$ cat config.mk
export PLATFORM = sky130hd
export DESIGN_NAME = ram_bist_ctrl
export DESIGN_NICKNAME = d
export VERILOG_FILES = /design/src/rtl/ram_bist_ctrl.sv
export SDC_FILE = /design/constraint.sdc
export NUM_CORES = 1
export LEC_CHECK = 0
export CAP_MARGIN = 0
export CORE_ASPECT_RATIO = 0.6
export CORE_MARGIN = 2
export CORE_UTILIZATION = 55
export DETAILED_ROUTE_END_ITERATION = 10
export GPL_TIMING_DRIVEN = 0
export PLACE_DENSITY = 0.91
export SLEW_MARGIN = 10
export SYNTH_ARGS = -nofsm -noshare
export SYNTH_HDL_FRONTEND = slang
export SYNTH_SLANG_ARGS = --single-unit
$ cat constraint.sdc
create_clock -name i_clk -period 3.2 [get_ports i_clk]
set_input_delay 0.8 -clock i_clk [delete_from_list [all_inputs] [get_ports i_clk]]
set_output_delay 0.8 -clock i_clk [all_outputs]
set_load 0.01 [all_outputs]
$ cat src/rtl/ram_bist_ctrl.sv
// RAM BIST: write P(k)=k+1 to every address, read back one-cycle-latency data, count mismatches; registered outputs, no backpressure.
// Done pulses at T+2^ADDR_W*2+1 after start; macro RAM_BIST_INV_PASS_EN appends a second WRITE/READ pass using ~P(k).
module ram_bist_ctrl #(
   parameter int ADDR_W = 6,
   parameter int DATA_W = 8
) (
   input  logic              i_clk,
   input  logic              i_rst_n,
   input  logic              i_start,
   input  logic              i_abort,
   output logic              o_ram_ce,
   output logic              o_ram_we,
   output logic [ADDR_W-1:0] o_ram_addr,
   output logic [DATA_W-1:0] o_ram_wdata,
   input  logic [DATA_W-1:0] i_ram_rdata,
   output logic              o_busy,
   output logic              o_done,
   output logic              o_pass,
   output logic [ADDR_W:0]   o_err_cnt,
   output logic [ADDR_W-1:0] o_fail_addr
);

   typedef enum logic [2:0] {IDLE, WRITE, READ, FLUSH, DONE} state_t;

   localparam logic [ADDR_W:0] ERR_MAX = {1'b1, {ADDR_W{1'b0}}};

   state_t              state, state_nxt;
   logic                ce_nxt, we_nxt, busy_nxt, done_nxt, pass_nxt;
   logic [ADDR_W-1:0]   addr_nxt, fail_nxt;
   logic [DATA_W-1:0]   wdata_nxt;
   logic [ADDR_W:0]     err_nxt;
   logic                cmp_vld, cmp_vld_nxt;
   logic [ADDR_W-1:0]   cmp_addr, cmp_addr_nxt;
   logic [DATA_W-1:0]   cmp_exp, cmp_exp_nxt;
   logic                abort_act, mismatch;
`ifdef RAM_BIST_INV_PASS_EN
   logic                inv, inv_nxt;
`endif

   function automatic logic [DATA_W-1:0] pat(input logic [ADDR_W-1:0] k);
      logic [ADDR_W:0] s;
      s = {1'b0, k} + (ADDR_W+1)'(1);
      return DATA_W'(s);
   endfunction

   always_comb begin
      state_nxt    = state;
      addr_nxt     = o_ram_addr;
      ce_nxt       = 1'b0;
      we_nxt       = 1'b0;
      wdata_nxt    = '0;
      busy_nxt     = 1'b0;
      done_nxt     = 1'b0;
      pass_nxt     = o_pass;
      err_nxt      = o_err_cnt;
      fail_nxt     = o_fail_addr;
      cmp_vld_nxt  = 1'b0;
      cmp_addr_nxt = o_ram_addr;
`ifdef RAM_BIST_INV_PASS_EN
      inv_nxt      = inv;
      cmp_exp_nxt  = pat(o_ram_addr) ^ {DATA_W{inv}};
`else
      cmp_exp_nxt  = pat(o_ram_addr);
`endif

      abort_act = i_abort && (state == WRITE || state == READ || state == FLUSH);
      mismatch  = cmp_vld && !abort_act && (i_ram_rdata != cmp_exp);
      if (mismatch) begin
         if (o_err_cnt != ERR_MAX) err_nxt = o_err_cnt + (ADDR_W+1)'(1);
         if (o_err_cnt == '0)      fail_nxt = cmp_addr;
      end

      case (state)
         IDLE: begin
            if (i_start) begin
               state_nxt = WRITE;
               ce_nxt    = 1'b1;
               we_nxt    = 1'b1;
               addr_nxt  = '0;
               wdata_nxt = pat('0);
               busy_nxt  = 1'b1;
               err_nxt   = '0;
               fail_nxt  = '0;
               pass_nxt  = 1'b0;
`ifdef RAM_BIST_INV_PASS_EN
               inv_nxt   = 1'b0;
`endif
            end
         end
         WRITE: begin
            busy_nxt = 1'b1;
            ce_nxt   = 1'b1;
            if (o_ram_addr == '1) begin
               state_nxt = READ;
               addr_nxt  = '0;
            end else begin
               addr_nxt  = o_ram_addr + ADDR_W'(1);
               we_nxt    = 1'b1;
`ifdef RAM_BIST_INV_PASS_EN
               wdata_nxt = pat(addr_nxt) ^ {DATA_W{inv}};
`else
               wdata_nxt = pat(addr_nxt);
`endif
            end
         end
         READ: begin
            busy_nxt    = 1'b1;
            cmp_vld_nxt = 1'b1;
            if (o_ram_addr == '1) begin
               addr_nxt  = '0;
               state_nxt = FLUSH;
`ifdef RAM_BIST_INV_PASS_EN
               // first pass done: rewrite the array with the inverted pattern
               if (!inv) begin
                  state_nxt = WRITE;
                  inv_nxt   = 1'b1;
                  ce_nxt    = 1'b1;
                  we_nxt    = 1'b1;
                  wdata_nxt = ~pat('0);
               end
`endif
            end else begin
               addr_nxt = o_ram_addr + ADDR_W'(1);
               ce_nxt   = 1'b1;
            end
         end
         FLUSH: begin
            state_nxt = DONE;
            done_nxt  = 1'b1;
            pass_nxt  = (err_nxt == '0);
         end
         DONE: begin
            state_nxt = IDLE;
         end
         default: begin
            state_nxt = IDLE;
         end
      endcase

      if (abort_act) begin
         state_nxt   = IDLE;
         ce_nxt      = 1'b0;
         we_nxt      = 1'b0;
         addr_nxt    = '0;
         wdata_nxt   = '0;
         busy_nxt    = 1'b0;
         done_nxt    = 1'b0;
         pass_nxt    = 1'b0;
         cmp_vld_nxt = 1'b0;
      end
   end

   always_ff @(posedge i_clk or negedge i_rst_n) begin
      if (!i_rst_n) begin
         state       <= IDLE;
         o_ram_ce    <= 1'b0;
         o_ram_we    <= 1'b0;
         o_ram_addr  <= '0;
         o_ram_wdata <= '0;
         o_busy      <= 1'b0;
         o_done      <= 1'b0;
         o_pass      <= 1'b0;
         o_err_cnt   <= '0;
         o_fail_addr <= '0;
         cmp_vld     <= 1'b0;
         cmp_addr    <= '0;
         cmp_exp     <= '0;
`ifdef RAM_BIST_INV_PASS_EN
         inv         <= 1'b0;
`endif
      end else begin
         state       <= state_nxt;
         o_ram_ce    <= ce_nxt;
         o_ram_we    <= we_nxt;
         o_ram_addr  <= addr_nxt;
         o_ram_wdata <= wdata_nxt;
         o_busy      <= busy_nxt;
         o_done      <= done_nxt;
         o_pass      <= pass_nxt;
         o_err_cnt   <= err_nxt;
         o_fail_addr <= fail_nxt;
         cmp_vld     <= cmp_vld_nxt;
         cmp_addr    <= cmp_addr_nxt;
         cmp_exp     <= cmp_exp_nxt;
`ifdef RAM_BIST_INV_PASS_EN
         inv         <= inv_nxt;
`endif
      end
   end

endmodule

==> flow_metrics.tcl <==
set metrics [dict create \
    synth_warnings 0 \
    die_y_microns 53.13 \
    cts_tree "done" \
    wl_per_cell_microns 14.58 \
    syn_nets 229 \
    dp_hpwl_microns 3371 \
    cp.required_ns 3.39 \
    failed_checks "DRC" \
    die_area_sq_um 4562 \
    fin_setup_tns_ns 0 \
    num_rows 17 \
    p_leak_nw 1.292 \
    critical_path.max_fanout 6 \
    fillers 261 \
    clk_pin_slew_ns 0.08 \
    drv_cap 0 \
    mostFrequentLayoutCell "dfrtp_1" \
    grt_usage_pct 21.66 \
    core-area_sq_um 3765 \
    critPathLaunchType "primary input" \
    syn2layout_area_growth_pct 26.53 \
    r2r_start "o_ram_addr[0]" \
    arrival_ns 2.75 \
    initial_utilization_pct 58.76 \
    synthDistinctLibCells 42 \
    drc_errors 5 \
    drt-initial-drc-count 113 \
    min_period_over_period_pct 80.18 \
    grt_pass1_wl_microns 7396 \
    rsz0062_at_grt "no" \
    final_nets 279 \
    final_cell_mix "dfrtp_1 (48), clkdlybuf4s50_1 (41), nor2_1 (34)" \
    hold_viol 0 \
    worst-r2r-setup-slack_ns 1.18 \
    relSlewSlack_pct 50.53 \
    portBuffers 42 \
    synthesis.area_per_instance_sq_um 10.43 \
    synthCells 212 \
    first_global_vias 1523 \
    cts_sinks 48 \
    insertion_delay_ns 0.29 \
    reg2reg_to "o_ram_wdata[5]" \
    io_pins 44 \
    wirelength_microns 4519 \
    viasPerCell 5.342 \
    synth-seq-cells 48 \
    antenna_found_initial 0 \
    gp_congestion 0.8562 \
    tightest_slew_ns 0.7343 \
    postRouteAntennaNets 0 \
    ir_drop_uv 261.6 \
    skew_ns 0.004876 \
    yosysSeqAreaShare_pct 54.30 \
    min_period_ns 2.566 \
    die_x_microns 85.88 \
    cts_setup_buffers 0 \
    gr-total-overflow 0 \
    cts_made_buffers 5 \
    synth_area_sq_um 2212 \
    fin_cells 310 \
    grt_start_max_net_pins 37 \
    crit_type "in -> reg" \
    htreeDepth 2 \
    setup_viol 0 \
    drtPass1Iterations 7 \
    startpoint "i_abort" \
    clockBufferDepth 2 \
    via_count 1656 \
    outcome "finished, violations left" \
    dp.cells 302 \
    fmax_mhz 389.8 \
    ctsResizeCount 0 \
    hp-class "in -> async" \
    critPathCaptureType "flip-flop" \
    diodes 0 \
    cts_root_buffer "clkbuf_8" \
    slew_viol_final 0 \
    cts-hold-fix-buffers 0 \
    p_total_mw 1.152 \
    r2r_cells 9 \
    powerDensity_nw_per_um2 411.6 \
    drive_above_1_share_pct 7.605 \
]
==> logic make-up after synthesis <==
family          after synthesis  share of synthesized area [%]
simple gates                 87                          19.85
flops                        48                          54.30
compound gates               24                          6.845
xor+xnor                     20                          7.919
buf+inv                      18                          3.959
mux                           9                          4.129
fa+ha+maj                     5                          2.828
other cells                   1                         0.1695
==> cell usage after synthesis (all sizes together) <==
cell | n | area [sq um]
a21boi | 1 | 7.510
a21o | 1 | 7.510
a21oi | 5 | 28.78
a2bb2oi | 1 | 8.760
a41o | 1 | 10.01
and2 | 2 | 12.51
and3 | 5 | 31.28
and4 | 1 | 8.760
and4b | 1 | 10.01
buf | 4 | 35.03
clkbuf | 4 | 15.01
conb | 1 | 3.750
dfrtp | 48 | 1201
ha | 5 | 62.56
inv | 10 | 37.54
mux2 | 1 | 11.26
mux2i | 8 | 80.08
nand2 | 13 | 48.80
nand2b | 3 | 18.77
nand3 | 3 | 15.01
nand3b | 1 | 7.510
nand4 | 3 | 18.77
nor2 | 34 | 127.6
nor2b | 4 | 25.02
nor3 | 7 | 35.03
nor3b | 3 | 22.52
nor4 | 3 | 31.28
o211ai | 1 | 7.510
o21ai | 11 | 55.05
o311a | 1 | 10.01
o31a | 1 | 8.760
o31ai | 1 | 7.510
or2 | 2 | 12.51
or2b | 1 | 7.510
or3 | 1 | 6.260
xnor2 | 7 | 61.31
xor2 | 13 | 113.9
==> worst max path at each step <==
stage | cells after the start | slack [ns] | endpoint
floorplan | 6 | 1.09 | o_pass
detailed placement | 7 | 0.37 | o_pass
finish | 7 | 0.63 | o_pass
CTS | 7 | 0.68 | o_pass
global route | 9 | 0.61 | o_fail_addr[5]
global placement | 1 | 0.11 | o_ram_we
==> metal layers <==
metal | vias to the layer above | part of all wire (%) | global-route usage, %
met3 | 4 | 4.8 | 4.836
met1 | 796 | 51 | 33.03
met4 | 0 | 0.42 | 5.026
li1 | 810 | - | -
met2 | 46 | 43 | 31.52
met5 | - | 0 | 0
==> critical path, cell delays in order <==
cell and delay (ns):
clkdlybuf4s50_1 0.57, or2b_1 0.26, o21ai_1 0.27, a21oi_2 0.09
nand4_1 0.16, mux2_2 0.37, a41o_1 0.23
==> cell type report <==
type | instances | area (sq um) | area share, %
multi-input cells | 146 | 923.4 | 32.99
clock buffers | 6 | 82.58 | 2.950
clock inverters | 2 | 10.01 | 0.3576
plain buffers | 8 | 50.05 | 1.788
flip-flops and latches | 48 | 1201 | 42.91
inverters | 10 | 37.54 | 1.341
well taps | 47 | 58.81 | 2.101
repair buffers | 43 | 435.4 | 15.56
==> stage by stage <==
step / util [%] / instance area, sq um / hold WS (ns) / worst slack [ns]
after global routing: 74.34 / 2799 / 0.3935 / 0.6065
after CTS: 74.34 / 2799 / 0.3858 / 0.6807
after detailed placement: 71.88 / 2706 / 0.4435 / 0.3748
final: 74.34 / 2799 / 0.3775 / 0.6343
after floorplan: - / 2212 / 0.4570 / 1.093
after global placement: 71.49 / 2691 / 0.4418 / 0.1131
==> where the power goes <==
group | internal (mW) | switching [mW] | leakage, nW
logic | 0.0685 | 0.0828 | 0.588
clock network | 0.172 | 0.184 | 0.0510
registers | 0.631 | 0.0134 | 0.653
total | 0.872 | 0.280 | 1.29
==> flip-flops by register name (all words and copies together) (netlist names), 3 cells and up <==
register and flops:
o_ram_addr 6, cmp_addr 6, cmp_exp 7, o_err_cnt 7
o_ram_wdata 7, o_fail_addr 6, state 3
(Power assumes the default switching activity.)
